File: src/rtl/tone_meter_pkg.sv
// Shared types and helpers for the differential tone meter.
package tone_meter_pkg;

    localparam int unsigned TM_UV_W = 32;

    typedef enum logic [1:0] {StIdle, StSettle, StMeasure, StDone} tm_state_t;

    // Clamp a 33-bit signed value into the signed 32-bit range.
    function automatic logic [TM_UV_W-1:0] sat33to32(input logic [TM_UV_W:0] x);
        if (x[TM_UV_W] != x[TM_UV_W-1]) begin
            return x[TM_UV_W] ? 32'h8000_0000 : 32'h7FFF_FFFF;
        end
        return x[TM_UV_W-1:0];
    endfunction

endpackage

File: src/rtl/tone_meter_schmitt.sv
// Hysteretic zero-crossing detector; rise_o strobes on an accepted LOW->HIGH transition.
module tone_meter_schmitt
    import tone_meter_pkg::*;
#(
    parameter int unsigned HYST_UV = 1000
) (
    input  logic               clk,
    input  logic               reset,
    input  logic               valid_i,
    input  logic               init_i,
    input  logic [TM_UV_W-1:0] diff_i,
    output logic               rise_o
);

    localparam logic signed [TM_UV_W-1:0] HystPos = TM_UV_W'(HYST_UV);
    localparam logic signed [TM_UV_W-1:0] HystNeg = -HystPos;

    logic high_q, high_d;
    logic signed [TM_UV_W-1:0] diff_s;

    assign diff_s = diff_i;

    always_comb begin
        high_d = high_q;
        rise_o = 1'b0;
        if (valid_i) begin
            if (init_i) begin
                high_d = ~diff_s[TM_UV_W-1];
            end else if (!high_q && diff_s >= HystPos) begin
                high_d = 1'b1;
                rise_o = 1'b1;
            end else if (high_q && diff_s <= HystNeg) begin
                high_d = 1'b0;
            end
        end
    end

    always_ff @(posedge clk or posedge reset) begin
        if (reset) begin
            high_q <= 1'b0;
        end else begin
            high_q <= high_d;
        end
    end

endmodule

File: src/rtl/tone_meter.sv
// Windowed differential min/max/pp, rising-crossing count and span meter.
// Define TONE_METER_CM_EN to build the common-mode average accumulator.
module tone_meter
    import tone_meter_pkg::*;
#(
    parameter int unsigned WINDOW_LOG2    = 10,
    parameter int unsigned SETTLE_SAMPLES = 64,
    parameter int unsigned HYST_UV        = 1000
) (
    input  logic                   clk,
    input  logic                   reset,
    input  logic                   in_valid,
    input  logic [TM_UV_W-1:0]     sig_p_uv,
    input  logic [TM_UV_W-1:0]     sig_n_uv,
    input  logic                   start,
    output logic                   busy,
    output logic                   done,
    output logic [TM_UV_W-1:0]     dm_max_uv,
    output logic [TM_UV_W-1:0]     dm_min_uv,
    output logic [TM_UV_W-1:0]     dm_pp_uv,
    output logic [WINDOW_LOG2:0]   crossings,
    output logic [WINDOW_LOG2:0]   span_samples,
    output logic [TM_UV_W-1:0]     cm_avg_uv
);

    localparam int unsigned IdxW = WINDOW_LOG2;
    localparam int unsigned CntW = WINDOW_LOG2 + 1;

    tm_state_t       state_q, state_d;
    logic [31:0]     settle_q, settle_d;
    logic [IdxW-1:0] idx_q, idx_d;

    always_comb begin
        state_d  = state_q;
        settle_d = settle_q;
        idx_d    = idx_q;
        unique case (state_q)
            StIdle: begin
                if (start) begin
                    settle_d = '0;
                    idx_d    = '0;
                    state_d  = (SETTLE_SAMPLES == 0) ? StMeasure : StSettle;
                end
            end
            StSettle: begin
                if (in_valid) begin
                    settle_d = settle_q + 32'd1;
                    if (settle_q == SETTLE_SAMPLES - 1) state_d = StMeasure;
                end
            end
            StMeasure: begin
                if (in_valid) begin
                    idx_d = idx_q + 1'b1;
                    if (&idx_q) state_d = StDone;
                end
            end
            StDone:  state_d = StIdle;
            default: state_d = StIdle;
        endcase
    end

    // Input stage: diff/sum are registered before compare and accumulate.
    logic [TM_UV_W:0]   diff_w;
    logic               s_valid_q, s_init_q;
    logic [IdxW-1:0]    s_idx_q;
    logic [TM_UV_W-1:0] s_diff_q;

    assign diff_w = {sig_p_uv[TM_UV_W-1], sig_p_uv} - {sig_n_uv[TM_UV_W-1], sig_n_uv};

    always_ff @(posedge clk or posedge reset) begin
        if (reset) begin
            state_q   <= StIdle;
            settle_q  <= '0;
            idx_q     <= '0;
            s_valid_q <= 1'b0;
            s_init_q  <= 1'b0;
            s_idx_q   <= '0;
            s_diff_q  <= '0;
        end else begin
            state_q   <= state_d;
            settle_q  <= settle_d;
            idx_q     <= idx_d;
            s_valid_q <= in_valid && (state_q == StMeasure);
            s_init_q  <= (idx_q == '0);
            s_idx_q   <= idx_q;
            if (in_valid) s_diff_q <= sat33to32(diff_w);
        end
    end

    logic rise;

    tone_meter_schmitt #(
        .HYST_UV (HYST_UV)
    ) u_schmitt (
        .clk     (clk),
        .reset   (reset),
        .valid_i (s_valid_q),
        .init_i  (s_init_q),
        .diff_i  (s_diff_q),
        .rise_o  (rise)
    );

    logic signed [TM_UV_W-1:0] max_q, max_d, min_q, min_d, diff_s;
    logic [CntW-1:0]           cross_q, cross_d;
    logic [IdxW-1:0]           first_q, first_d, last_q, last_d;
    logic                      have_first_q, have_first_d;

    assign diff_s = s_diff_q;

    always_comb begin
        max_d        = max_q;
        min_d        = min_q;
        cross_d      = cross_q;
        first_d      = first_q;
        last_d       = last_q;
        have_first_d = have_first_q;
        if (s_valid_q) begin
            if (s_init_q) begin
                max_d        = diff_s;
                min_d        = diff_s;
                cross_d      = '0;
                first_d      = '0;
                last_d       = '0;
                have_first_d = 1'b0;
            end else begin
                if (diff_s > max_q) max_d = diff_s;
                if (diff_s < min_q) min_d = diff_s;
                if (rise) begin
                    cross_d = cross_q + 1'b1;
                    last_d  = s_idx_q;
                    if (!have_first_q) begin
                        first_d      = s_idx_q;
                        have_first_d = 1'b1;
                    end
                end
            end
        end
    end

    // Outputs latch the next-state values so the final sample is included.
    logic [TM_UV_W:0] pp_w;
    logic [IdxW-1:0]  span_w;

    assign pp_w   = {max_d[TM_UV_W-1], max_d} - {min_d[TM_UV_W-1], min_d};
    assign span_w = last_d - first_d;

    always_ff @(posedge clk or posedge reset) begin
        if (reset) begin
            max_q        <= '0;
            min_q        <= '0;
            cross_q      <= '0;
            first_q      <= '0;
            last_q       <= '0;
            have_first_q <= 1'b0;
            done         <= 1'b0;
            dm_max_uv    <= '0;
            dm_min_uv    <= '0;
            dm_pp_uv     <= '0;
            crossings    <= '0;
            span_samples <= '0;
        end else begin
            max_q        <= max_d;
            min_q        <= min_d;
            cross_q      <= cross_d;
            first_q      <= first_d;
            last_q       <= last_d;
            have_first_q <= have_first_d;
            done         <= (state_q == StDone);
            if (state_q == StDone) begin
                dm_max_uv    <= max_d;
                dm_min_uv    <= min_d;
                dm_pp_uv     <= pp_w[TM_UV_W] ? '1 : pp_w[TM_UV_W-1:0];
                crossings    <= cross_d;
                span_samples <= (cross_d >= CntW'(2)) ? {1'b0, span_w} : '0;
            end
        end
    end

    assign busy = (state_q != StIdle);

`ifdef TONE_METER_CM_EN
    localparam int unsigned AccW = TM_UV_W + 1 + WINDOW_LOG2;

    logic [TM_UV_W:0]        sum_w, s_sum_q;
    logic signed [AccW-1:0]  acc_q, acc_d, sum_ext;
    logic [TM_UV_W-1:0]      cm_q;

    assign sum_w   = {sig_p_uv[TM_UV_W-1], sig_p_uv} + {sig_n_uv[TM_UV_W-1], sig_n_uv};
    assign sum_ext = {{WINDOW_LOG2{s_sum_q[TM_UV_W]}}, s_sum_q};

    always_comb begin
        acc_d = acc_q;
        if (s_valid_q) acc_d = s_init_q ? sum_ext : acc_q + sum_ext;
    end

    always_ff @(posedge clk or posedge reset) begin
        if (reset) begin
            s_sum_q <= '0;
            acc_q   <= '0;
            cm_q    <= '0;
        end else begin
            if (in_valid) s_sum_q <= sum_w;
            acc_q <= acc_d;
            if (state_q == StDone) cm_q <= TM_UV_W'(acc_d >>> (WINDOW_LOG2 + 1));
        end
    end

    assign cm_avg_uv = cm_q;
`else
    assign cm_avg_uv = '0;
`endif

endmodule

File: config.mk
export PLATFORM = sky130hd
export DESIGN_NAME = tone_meter
export DESIGN_NICKNAME = d
export VERILOG_FILES = /design/src/rtl/tone_meter_pkg.sv /design/src/rtl/tone_meter_schmitt.sv /design/src/rtl/tone_meter.sv
export SDC_FILE = /design/constraint.sdc
export NUM_CORES = 1
export LEC_CHECK = 0
export ABC_AREA = 0
export CORE_MARGIN = 5
export CORE_UTILIZATION = 45
export CTS_CLUSTER_DIAMETER = 30
export CTS_CLUSTER_SIZE = 25
export DETAILED_ROUTE_END_ITERATION = 8
export PLACE_DENSITY = 0.78
export RECOVER_POWER = 100
export SYNTH_ARGS = -nofsm -noshare
export SYNTH_HDL_FRONTEND = slang
export SYNTH_HIERARCHICAL = 1
export SYNTH_SLANG_ARGS = --single-unit
File: constraint.sdc
create_clock -name clk -period 12.6 [get_ports clk]
set_input_delay 2.52 -clock clk [delete_from_list [all_inputs] [get_ports clk]]
set_output_delay 2.52 -clock clk [all_outputs]
set_load 0.03 [all_outputs]
-- After elaboration in Yosys (flattened, before gate mapping)
Cells that the tools add are included.
- input bits: 68
- bits in registers: 304
- multiplexer cells: 43
- order comparisons: 5
- bitwise gates (word level): 1
- add/subtract/negate cells: 6
- reduce and logical (&&, ||, !) cells: 17
- eq/ne operators: 10
- operator list (operator ; count):
    32-bit 2-to-1 mux ; 12
    10-bit 2-to-1 mux ; 10
    32-bit by 32-bit subtractor with 33-bit output ; 2
    32-bit one-hot mux with 2 select lines ; 1
    11-bit 2-to-1 mux ; 3
    32-bit by 1-bit adder with 32-bit output (second input constant) ; 1
    32-bit by 6-bit == test with 1-bit output (second input constant) ; 1
    32-bit by 11-bit greater-or-equal comparator with 1-bit output (second input constant) ; 1
    32-bit > comparator ; 1
    32-bit by 11-bit less-or-equal comparator with 1-bit output (second input constant) ; 1
    32-bit less-than comparator ; 1
    10-bit one-hot mux with 2 select lines ; 1
    11-bit by 1-bit adder with 11-bit output (second input constant) ; 1
    11-bit by 2-bit greater-or-equal comparator with 1-bit output (second input constant) ; 1
    10-bit by 1-bit adder with 10-bit output (second input constant) ; 1
    10-bit logical NOT ; 1
    1-bit 2-to-1 mux ; 10
    2-bit 2-to-1 mux ; 5
    2-bit != test (second input constant) ; 5
    10-bit AND reduction ; 1
    10-bit subtractor ; 1
    2-bit one-hot mux with 4 select lines ; 1
    2-bit nonzero test ; 4
    3-bit AND reduction ; 2
    10 further kinds ; 14

-- Logic depth before layout (Yosys ltp)
- depth in word-level cells: 10
- mapped depth: 25
- depth with buffers taken out: 23

-- Hierarchy
The synthesis kept the hierarchy.
- modules (own cells, without submodules) (module ; area an instance (µm²) ; seq. area each (µm²) ; cells each ; instances):
    tone_meter ; 17519.3 ; 7557.2 ; 1765 ; 1
    tone_meter_schmitt ; 245.2 ; 25.0 ; 37 ; 1

-- Worst setup path after synthesis
OpenSTA, ideal clock, no wires.
- path kind: reg2reg
- start: register s_diff_q[9], in the netlist diff_s[9]
- end: register dm_pp_uv[0]
- slack: 7.552 ns
- library setup time: 0.121 ns
- arrival: 4.927 ns
- required time: 12.479 ns
- cell stages (with the launch flop): 25
- path through: dfrtp_1 ha_1 a21o_1 a21o_1 a2111oi_0 o211ai_1 nand2_1 o31ai_1 xor2_1 o21ai_2 buf_2 mux2i_1 inv_1 fa_1 nand2b_1 a21oi_1 o21a_1 o211ai_1 a21oi_1 a41oi_1 nor2_1 a22oi_1 a31o_2 buf_2 o22a_1
- cells in the longest elaborated chain, start to end: 6
- ends and longest elaborated chain (what ; RTL line ; text):
    start: declaration ; tone_meter.sv:66 ; logic [TM_UV_W-1:0] s_diff_q;
    start signal: assignment ; tone_meter.sv:86 ; if (in_valid) s_diff_q <= sat33to32(diff_w);
    32-bit less-than comparator ; tone_meter.sv:127 ; if (diff_s < min_q) min_d = diff_s;
    32-bit 2-to-1 mux ; tone_meter.sv:127 ;
    32-bit 2-to-1 mux ; tone_meter.sv:118 ; if (s_init_q) begin
    32-bit 2-to-1 mux ; tone_meter.sv:117 ; if (s_valid_q) begin
    named net min_d[1] ; tone_meter.sv:103 ; logic signed [TM_UV_W-1:0] max_q, max_d, min_q, min_d, diff_s;
    32-bit by 32-bit subtractor with 33-bit output ; tone_meter.sv:144 ; assign pp_w = {max_d[TM_UV_W-1], max_d} - {min_d[TM_UV_W-1], min_d};
    32-bit 2-to-1 mux ; tone_meter.sv:172 ; dm_pp_uv <= pp_w[TM_UV_W] ? '1 : pp_w[TM_UV_W-1:0];
    end signal: assignment ; tone_meter.sv:172 ;
    end: declaration ; tone_meter.sv:20 ; output logic [TM_UV_W-1:0] dm_pp_uv,
The timed path passes the listed nets, and every way through them passes these cells.
A chain may end at the register's enable or synchronous reset.

-- Final worst setup path
- start: register s_diff_q[21], in the netlist diff_s[21]
- end: register dm_pp_uv[2]
- cells in the longest elaborated chain, start to end: 6
- ends and longest elaborated chain (what ; RTL line ; text):
    32-bit > comparator ; tone_meter.sv:126 ; if (diff_s > max_q) max_d = diff_s;
    32-bit 2-to-1 mux ; tone_meter.sv:126 ;
    32-bit 2-to-1 mux ; tone_meter.sv:118 ;
    32-bit 2-to-1 mux ; tone_meter.sv:117 ;
    named net max_d[15] ; tone_meter.sv:103 ;
    32-bit by 32-bit subtractor with 33-bit output ; tone_meter.sv:144 ;
    32-bit 2-to-1 mux ; tone_meter.sv:172 ;
The timed path passes the listed nets, and every way through them passes these cells.

==> flow_summary.json <==
{
  "cellLeakagePower_nw": 10.3,
  "dpl.hpwl_um": 33700,
  "dp.cells": 2463,
  "cpPeakStageDelay_ns": 2.68,
  "gr-total-overflow": 0,
  "regArea_sq_um": 7580,
  "io_pins": 220,
  "status": "finished with violations",
  "path_max_fanout": 31,
  "die_w_um": 209,
  "cts.sinks": 303,
  "firstDrtPassIters": 6,
  "hold_class": "reg2reg",
  "slew_violations": 510,
  "yosys.cell_types.count": 86,
  "start_util_pct": 45.8,
  "grt_max_degree": 151,
  "placed_area_sq_um": 20000,
  "grt_pass1_wl_um": 75100,
  "hold_buffers": 0,
  "ys_warn_count": 6,
  "critical_path.endpoint_type": "flop",
  "port_buffers": 186,
  "fin_crit_sh_pct": 70.9,
  "cts_resized": 0,
  "rsz0062_at_grt": "false",
  "netlist_instances": 1802,
  "critPathLaunchType": "flop",
  "finalHoldViolations": 0,
  "fill_cells": 3359,
  "crit_chain": "ha_1, a21o_1, a21o_1, a21oi_1, o31a_1, o211ai_1, o311ai_0, clkbuf_1, mux2_1, ha_1, a21oi_1, o2111ai_1, o211ai_1, a21oi_1, a41oi_1, nor2_1, a22oi_1, a31o_2, o22a_1",
  "cts.clk_slew.worst_paths_ns": 0.05,
  "seq_area_frac_synth_pct": 42.7,
  "drt_iter0_drc": 850,
  "rows": 72,
  "async_flop_share_pct": 100,
  "crit_top_cell": "a21oi_1",
  "dieHeight_um": 209,
  "timing.final.crit_period_ns": 8.94,
  "cts_max_path_buffers": 3,
  "relSlewSlack_pct": -337,
  "synth_flop_cell": "dfrtp_1",
  "antenna_found_initial": 1,
  "clk_latency_ns": 0.56,
  "maxCapViolations": 10,
  "wl_per_cell_um": 17.9,
  "cp_slowest_cell": "o311ai_0",
  "cts_max_level": 2,
  "power_density_nw_per_um2": 274,
  "finalSetupTns_ns": 0,
  "timing.final.ws_setup_ns": 3.66,
  "ir_drop_uv": 120,
  "first_global_vias": 14620,
  "cts_buffers": 51,
  "max_slew.worst_pin.slew_ns": 6.52,
  "synth_seq_cells": 303,
  "core-area_sq_um": 38800,
  "multi_input_area_sq_um": 8990,
  "grt_usage_pct": 20.7,
  "fin_area_sq_um": 21600,
  "final_nets": 2213,
  "drc": 0,
  "power_mw": 5.92,
  "final_cell_count_no_fill": 2558,
  "syn_area_sq_um": 17800,
  "setup_viol": 0,
  "routed_wl_um": 45700,
  "fmax_mhz": 112,
  "synth.avg_cell_area_sq_um": 9.86,
  "area_growth_pct": 21.9,
  "failed_checks": "capacitance limit, slew limit",
  "dp_slack_ns": 5.98,
  "post-cts-setup-buffers": 0,
  "critPathKind": "reg2reg",
  "gp_congestion": 0.933,
  "viasPerCell": 5.47,
  "die_area_sq_um": 43500,
  "root_buffer": "clkbuf_16",
  "worst-endpoint-required_ns": 13.08,
  "antenna_left": 0,
  "fin_skew_ns": 0.0175,
  "synth-edff-count": 0,
  "cts_tree": "yes",
  "arrival_ns": 9.42,
  "num_vias": 13995,
  "drive_gt1_share_pct": 8.24
}
-- logic make-up (layout without fill, tap and decap cells) --
logic type	Yosys count	after routing	share of synthesized area, %
other cells	1	34	0.0211
fa+ha+maj	147	147	10.5
compound gates	435	435	16.5
mux	111	111	6.80
buf+inv	280	485	6.87
xor+xnor	99	99	4.97
simple gates	426	426	11.7
flops	303	303	42.7
-- worst max-delay path: cells and delay by family, from the launching register on --
| family | cells | cell delay (ns) |
|---|---|---|
| AOI/OAI and AO/OA | 14 | 6.01 |
| buffers and inverters | 1 | 1.11 |
| adders and majority gates | 2 | 0.70 |
| DFF | 1 | 0.46 |
| muxes | 1 | 0.45 |
| and+or+nand+nor | 1 | 0.09 |
-- sequential cells by signal, summed over array words and instances, names as in the netlist, 2 cells and up --
signal,flops
cross_q,11
settle_q,32
dm_max_uv,32
first_q,10
dm_min_uv,32
state_q,2
crossings,11
idx_q,10
last_q,10
min_q,32
diff_s,32
s_idx_q,10
max_q,32
span_samples,10
dm_pp_uv,32
-- stage by stage --
stage | hold WS, ns | util, %
after floorplan | 0.395 | -
after global routing | 0.474 | 55.8
after global placement | 0.439 | 51.6
after CTS | 0.448 | 56.1
after detailed placement | 0.437 | 51.6
final | 0.457 | 55.8
-- cells in the final DEF (no fill, tap or decap), types with 7 or more instances in the layout --
master	netlist	final
o21ai_0	57	60
clkbuf_16	0	52
or2_2	8	8
conb_1	1	33
nor3_1	11	11
mux2_2	68	44
dfrtp_1	303	303
and4_1	8	8
a31oi_1	9	9
nand2_1	93	93
xnor2_1	50	50
a22oi_1	8	8
or3_1	10	10
o2bb2ai_1	32	32
inv_6	0	12
a21oi_1	149	150
clkbuf_1	33	7
mux2i_1	36	36
nor4_1	13	15
o22ai_1	12	12
xor2_1	47	47
inv_1	196	195
o21bai_1	12	12
clkdlybuf4s50_1	0	63
nand3_1	26	26
nor2_1	159	160
o21a_1	14	14
o22a_1	31	31
dlygate4sd3_1	0	123
mux2_1	6	30
nand4_1	37	37
a21o_1	46	46
o211ai_1	10	10
nand2b_1	8	8
nor2b_1	11	11
and3_1	10	10
ha_1	144	144
-- synthesized netlist by cell type (4+ instances only) --
master	number	share of area, %
a211oi_1	6	0.25
a21o_1	46	1.9
a21oi_1	149	4.2
a22o_1	6	0.30
a22oi_1	8	0.34
a31oi_1	9	0.32
and2_1	8	0.28
and3_1	10	0.35
and4_1	8	0.39
buf_2	12	0.34
buf_4	35	1.5
clkbuf_1	33	0.70
dfrtp_1	303	43
ha_1	144	10
inv_1	196	4.1
mux2_1	6	0.38
mux2_2	68	4.3
mux2i_1	36	2.0
nand2_1	93	2.0
nand2b_1	8	0.28
nand3_1	26	0.73
nand4_1	37	1.3
nor2_1	159	3.4
nor2b_1	11	0.39
nor3_1	11	0.31
nor3b_1	4	0.17
nor4_1	13	0.46
o211ai_1	10	0.42
o21a_1	14	0.59
o21ai_0	57	1.6
o21bai_1	12	0.51
o22a_1	31	1.5
o22ai_1	12	0.42
o2bb2ai_1	32	1.6
or2_2	8	0.28
or3_1	10	0.35
xnor2_1	50	2.5
xor2_1	47	2.3
-- per-layer routing --
layer	wire, um	GRT usage, %
met5	0	0
met3	3110	4.23
met2	21000	33.8
met4	1240	6.28
met1	20300	28.0
-- layout make-up --
class,count,area share [%]
diodes,1,0.0116
inverters,196,3.40
well taps,518,2.99
multi-input cells,1251,41.5
clock inverters,37,1.97
flip-flops and latches,303,35.0
clock buffers,57,6.24
repair buffers,195,8.81
-- where the power goes --
group / internal, mW / switching (mW) / total (mW)
sequential: 1.28 / 0.240 / 1.52
clock: 0.893 / 0.519 / 1.41
combinational: 1.22 / 1.77 / 2.99
total: 3.39 / 2.53 / 5.92
-- worst paths after layout --
| check | start | endpoint | slack [ns] | cells after the start |
|---|---|---|---|---|
| max in group asynchronous | reset | max_q[10] | 4.20 | 3 |
| hold / removal | idx_q[5] | s_idx_q[5] | 0.46 | 0 |
| setup reg to reg | diff_s[21] | dm_pp_uv[2] | 3.66 | 19 |
| min in group asynchronous | reset | u_schmitt/high_q | 2.32 | 2 |
| setup / recovery | diff_s[21] | dm_pp_uv[2] | 3.66 | 19 |
| hold reg to reg | idx_q[5] | s_idx_q[5] | 0.46 | 0 |
Power figures use the tool's default switching activity.
